$ cat config.mk
export PLATFORM = sky130hd
export DESIGN_NAME = cbus_arbiter
export DESIGN_NICKNAME = d
export VERILOG_FILES = /design/src/rtl/cbus_pkg.sv /design/src/rtl/rr_select.sv /design/src/rtl/cbus_arbiter.sv
export SDC_FILE = /design/constraint.sdc
export NUM_CORES = 1
export LEC_CHECK = 0
export CAP_MARGIN = 10
export CORE_AREA = 10 10 121 123
export DETAILED_ROUTE_END_ITERATION = 12
export DIE_AREA = 0 0 131 133
export SLEW_MARGIN = 20
export SYNTH_ARGS = -nofsm -noshare
export SYNTH_HDL_FRONTEND = slang
export SYNTH_HIERARCHICAL = 1
export SYNTH_SLANG_ARGS = --single-unit
$ cat constraint.sdc
create_clock -name clk -period 1.51 [get_ports clk]
set_input_delay 0.302 -clock clk [delete_from_list [all_inputs] [get_ports clk]]
set_output_delay 0.302 -clock clk [all_outputs]
set_load 0.02 [all_outputs]
$ cat src/rtl/cbus_pkg.sv
// Cache-bus request/response types shared by the caches, the arbiter and the AXI converter.
// AXI burst length encodings are stored as beats-1.
package cbus_pkg;

  typedef struct packed {
    logic        valid;
    logic        is_write;
    logic [2:0]  size;
    logic [31:0] addr;
    logic [3:0]  strobe;
    logic [31:0] data;
    logic [3:0]  len;
  } cbus_req_t;

  typedef struct packed {
    logic        ready;
    logic        last;
    logic [31:0] data;
  } cbus_resp_t;

  localparam logic [3:0] AXI_BURST_LEN_1  = 4'd0;
  localparam logic [3:0] AXI_BURST_LEN_2  = 4'd1;
  localparam logic [3:0] AXI_BURST_LEN_4  = 4'd3;
  localparam logic [3:0] AXI_BURST_LEN_8  = 4'd7;
  localparam logic [3:0] AXI_BURST_LEN_16 = 4'd15;

endpackage

$ cat src/rtl/rr_select.sv
// Round-robin pick: first set bit of valid scanning ptr, ptr+1, ... modulo N; combinational.
// No handshake of its own; the caller decides when the pick is taken.
module rr_select #(
  parameter int N     = 2,
  parameter int IDX_W = $clog2(N)
) (
  input  logic [N-1:0]     valid,
  input  logic [IDX_W-1:0] ptr,
  output logic             any_valid,
  output logic [IDX_W-1:0] idx
);

  int cand;

  // Scan farthest-first so the candidate closest to ptr is written last and wins.
  always_comb begin
    any_valid = |valid;
    idx       = '0;
    cand      = 0;
    for (int k = N - 1; k >= 0; k--) begin
      cand = int'(ptr) + k;
      if (cand >= N) cand = cand - N;
      if (valid[cand]) idx = IDX_W'(cand);
    end
  end

endmodule

$ cat src/rtl/cbus_arbiter.sv
// Round-robin merge of NUM_INPUTS CBus requesters onto one port; grant 1 cycle after valid, held for the burst.
// Losers see all-zero responses; ready/last from downstream reach the winner combinationally.
module cbus_arbiter
  import cbus_pkg::*;
#(
  parameter int NUM_INPUTS = 2
) (
  input  logic       clk,
  input  logic       reset,
  input  cbus_req_t  ireqs  [NUM_INPUTS],
  output cbus_resp_t oresps [NUM_INPUTS],
  output cbus_req_t  oreq,
  input  cbus_resp_t oresp
);

  localparam int IDX_W = $clog2(NUM_INPUTS);

  typedef enum logic {IDLE, BUSY} state_t;

  state_t                  state, state_nxt;
  logic [IDX_W-1:0]        sel, sel_nxt;
  logic [IDX_W-1:0]        ptr, ptr_nxt;
  logic [NUM_INPUTS-1:0]   req_vld;
  logic                    any_vld;
  logic [IDX_W-1:0]        pick;

  always_comb begin
    for (int i = 0; i < NUM_INPUTS; i++) req_vld[i] = ireqs[i].valid;
  end

  rr_select #(
    .N     (NUM_INPUTS),
    .IDX_W (IDX_W)
  ) u_rr_select (
    .valid     (req_vld),
    .ptr       (ptr),
    .any_valid (any_vld),
    .idx       (pick)
  );

  always_ff @(posedge clk) begin
    if (reset) begin
      state <= IDLE;
      sel   <= '0;
      ptr   <= '0;
    end else begin
      state <= state_nxt;
      sel   <= sel_nxt;
      ptr   <= ptr_nxt;
    end
  end

  always_comb begin
    state_nxt = state;
    sel_nxt   = sel;
    ptr_nxt   = ptr;
    oreq      = '0;
    for (int i = 0; i < NUM_INPUTS; i++) oresps[i] = '0;

    case (state)
      IDLE: begin
        if (any_vld) begin
          state_nxt = BUSY;
          sel_nxt   = pick;
        end
      end
      BUSY: begin
        oreq = ireqs[sel];
        for (int i = 0; i < NUM_INPUTS; i++) begin
          if (IDX_W'(i) == sel) oresps[i] = oresp;
        end
        // Explicit wrap: NUM_INPUTS need not be a power of two.
        if (oresp.ready && oresp.last) begin
          state_nxt = IDLE;
          ptr_nxt   = (sel == IDX_W'(NUM_INPUTS - 1)) ? '0 : sel + 1'b1;
        end
      end
      default: state_nxt = IDLE;
    endcase
  end

endmodule

==> results.yml <==
final_layout:
  layout.nets: 818
  antenna_cells: 0
  fin_util: 0.4966
  fin_cells: 799
  drive_above_1_share: 0.3987
  fill_cells: 1167
  synthToLayoutAreaGrowth_pct: 199.0
  final_common_cell: "clkdlybuf4s50_1"
  final_cell_mix: "clkdlybuf4s50_1 (189), nor2b_1 (77), mux2i_1 (74)"
timing:
  worstMarginPinSlew_ns: 0.1844
  setup_viol: 142
  finClkSkew_ns: 0.002445
  finalWorstPathRequiredPeriod_ns: 1.713
  hold_viol_final: 0
  fin_ws_ns: -0.2032
  rsz0062_at_grt: "yes"
  tns_ns: -16.45
  report.final.slew_viol_count: 0
  fin_crit_sh: 1.135
  slew_headroom: 0.8746
  fmaxAchievable_mhz: 583.7
placed_design:
  numPortBuffers: 334
  place_ws_ns: -0.4679
  gp_congestion: 0.8391
  placed_cells: 776
  post-dp-hpwl_um: 12750
critical_path:
  crit_required_ns: 1.21
  startpoint_type: "flop"
  cp_max_fo: 7
  crit_buf_inv: 4
  worstPathCellList: "buf_8, buf_12, buf_4, mux2i_1, nor2b_1, buf_2"
  worstSetupEndpointType: "output port"
  slowest_delay_ns: 0.41
  critPathKind: "reg -> out"
  cp_data_arrival_time_ns: 1.41
  cp_top_family: "buffers and inverters"
  critPathSlowestCell: "dfxtp_4"
route:
  vias: 3307
  drc_errors: 0
  drtPass1Iterations: 4
  ant_nets: 0
  wl_um: 15520
  viasPerCell: 4.139
  routedWlPerCell_um: 19.42
  drt_iter0_markers: 61
run_status:
  failed_checks: "negative setup slack"
  status: "finished, violations left"
pwr:
  power_frac_comb: 0.787
  pwr_density_cell_mw_per_mm2: 392.4
  ir_drop_v: 0.0001771
  seq_power_share: 0.040
  clkPwrFrac: 0.173
  p_switching_uw: 862.9
  power.total_uw: 2409
  switching_share: 0.3582
  p_int_uw: 1546
  cellLeakagePower_uw: 0.002642
grt:
  track_usage: 0.1588
  antenna_found_initial: 0
  grt-ovfl-total: 0
  grt_max_degree: 49
  first_global_vias: 3512
  grt_pass1_wl_um: 21650
synthesis:
  synth.yosys.seq_area_share: 0.02925
  synth_seq_cells: 3
  avgSynthCellArea_sq_um: 7.748
  synthesis.area_sq_mm: 0.002053
  ys_warn_count: 6
  postSynthCellCount: 265
  synth_nets: 455
  ys_types: 18
die:
  die_h_um: 133
  dieWidth_um: 131
  start_util: 0.1661
  core_area_sq_mm: 0.01236
  io_pins: 335
  dieArea_sq_mm: 0.01742
  std_cell_rows: 41
clock_tree:
  cts.path.max_buffers: 2
  cts_tree: "yes"
  ctsRootBufferMaster: "clkbuf_16"
  path_clk_slew_ns: 0.03
  cts_buffers: 3
  cts.sinks: 3
  htreeDepth: 1
  insertion_delay_ns: 0.22
flow_run:
  cap_violations: 0
hold_path:
  hp-class: "reg -> reg"
## final timing paths
kind / from / endpoint / slack (ns) / depth (start not counted)
worst max-delay path: sel / oreq[33] / -0.20 / 6
worst max register to register: state / sel / 0.36 / 4
worst min register to register: ptr / ptr / 0.49 / 2
worst min-delay path: ptr / ptr / 0.49 / 2
## cell type report
| class | count | area (sq um) | area share |
|---|---|---|---|
| Clock buffer | 4 | 78.83 | 0.01284 |
| Inverter | 1 | 3.754 | 0.0006114 |
| Multi-Input combinational cell | 233 | 1929 | 0.3142 |
| Sequential cell | 3 | 67.56 | 0.01100 |
| Tap cell | 172 | 215.2 | 0.03505 |
| Timing Repair Buffer | 386 | 3845 | 0.6262 |
## worst reg2reg max path: stages (launching register included)
cell	delay [ns]
dfxtp_4	0.39
buf_12	0.20
and2b_1	0.24
mux2i_1	0.14
nor2_1	0.05
## per-stage QoR
step           area [sq um]  hold WS [ns]
5_1_grt                6140        0.5332
4_1_cts                5683        0.4971
2_1_floorplan          2053        0.3744
6_report               6140        0.4949
3_5_place_dp           5759        0.4933
3_3_place_gp           5759        0.4907
## power by group through the flow
stage | clock (uW) | sequential (uW) | combinational (uW)
global placement | 0 | 95.9 | 1810
finish | 417 | 95.8 | 1900
detailed placement | 0 | 95.4 | 1830
CTS | 428 | 96.7 | 1800
global route | 440 | 97.2 | 2010
floorplan | 0 | 89.1 | 735
## registers in the layout, indices dropped and copies added, names as in the netlist
name	count
sel	1
ptr	1
state	1
## timing repair
item,in CTS,in global routing
hold buffers,0,0
endpoints found under the setup margin,145,145
buffers inserted,10,5
gates cloned,3,2
endpoints found under the hold margin,0,0
pin swaps,0,0
gates resized for setup,688,119
## Yosys cell counts, drive strengths merged
master	count	area share
and3	35	0.11
a21boi	1	0.0037
clkbuf	17	0.033
a211oi	1	0.0037
dfxtp	3	0.029
nor2b	78	0.24
inv	1	0.0018
nor2	3	0.0055
or2	1	0.0030
nor3	1	0.0024
mux2i	78	0.38
buf	11	0.071
and2b	1	0.0037
and2	34	0.12
## logic make-up after synthesis
family,count (synthesis),share of synthesized area
AOI/OAI and AO/OA,2,0.007315
buffers and inverters,29,0.1054
DFF,3,0.02925
muxes,78,0.3803
and+or+nand+nor,153,0.4778
## layer usage
metal | vias to the layer above | GRT usage | share of wire
li1 | 1620 | - | -
met1 | 1498 | 0.1516 | 0.34
met2 | 179 | 0.3039 | 0.53
met3 | 10 | 0.07391 | 0.12
met4 | 0 | 0.02163 | 0.011
met5 | - | 0 | 0
Note: power is estimated with default switching activity, not from simulation.
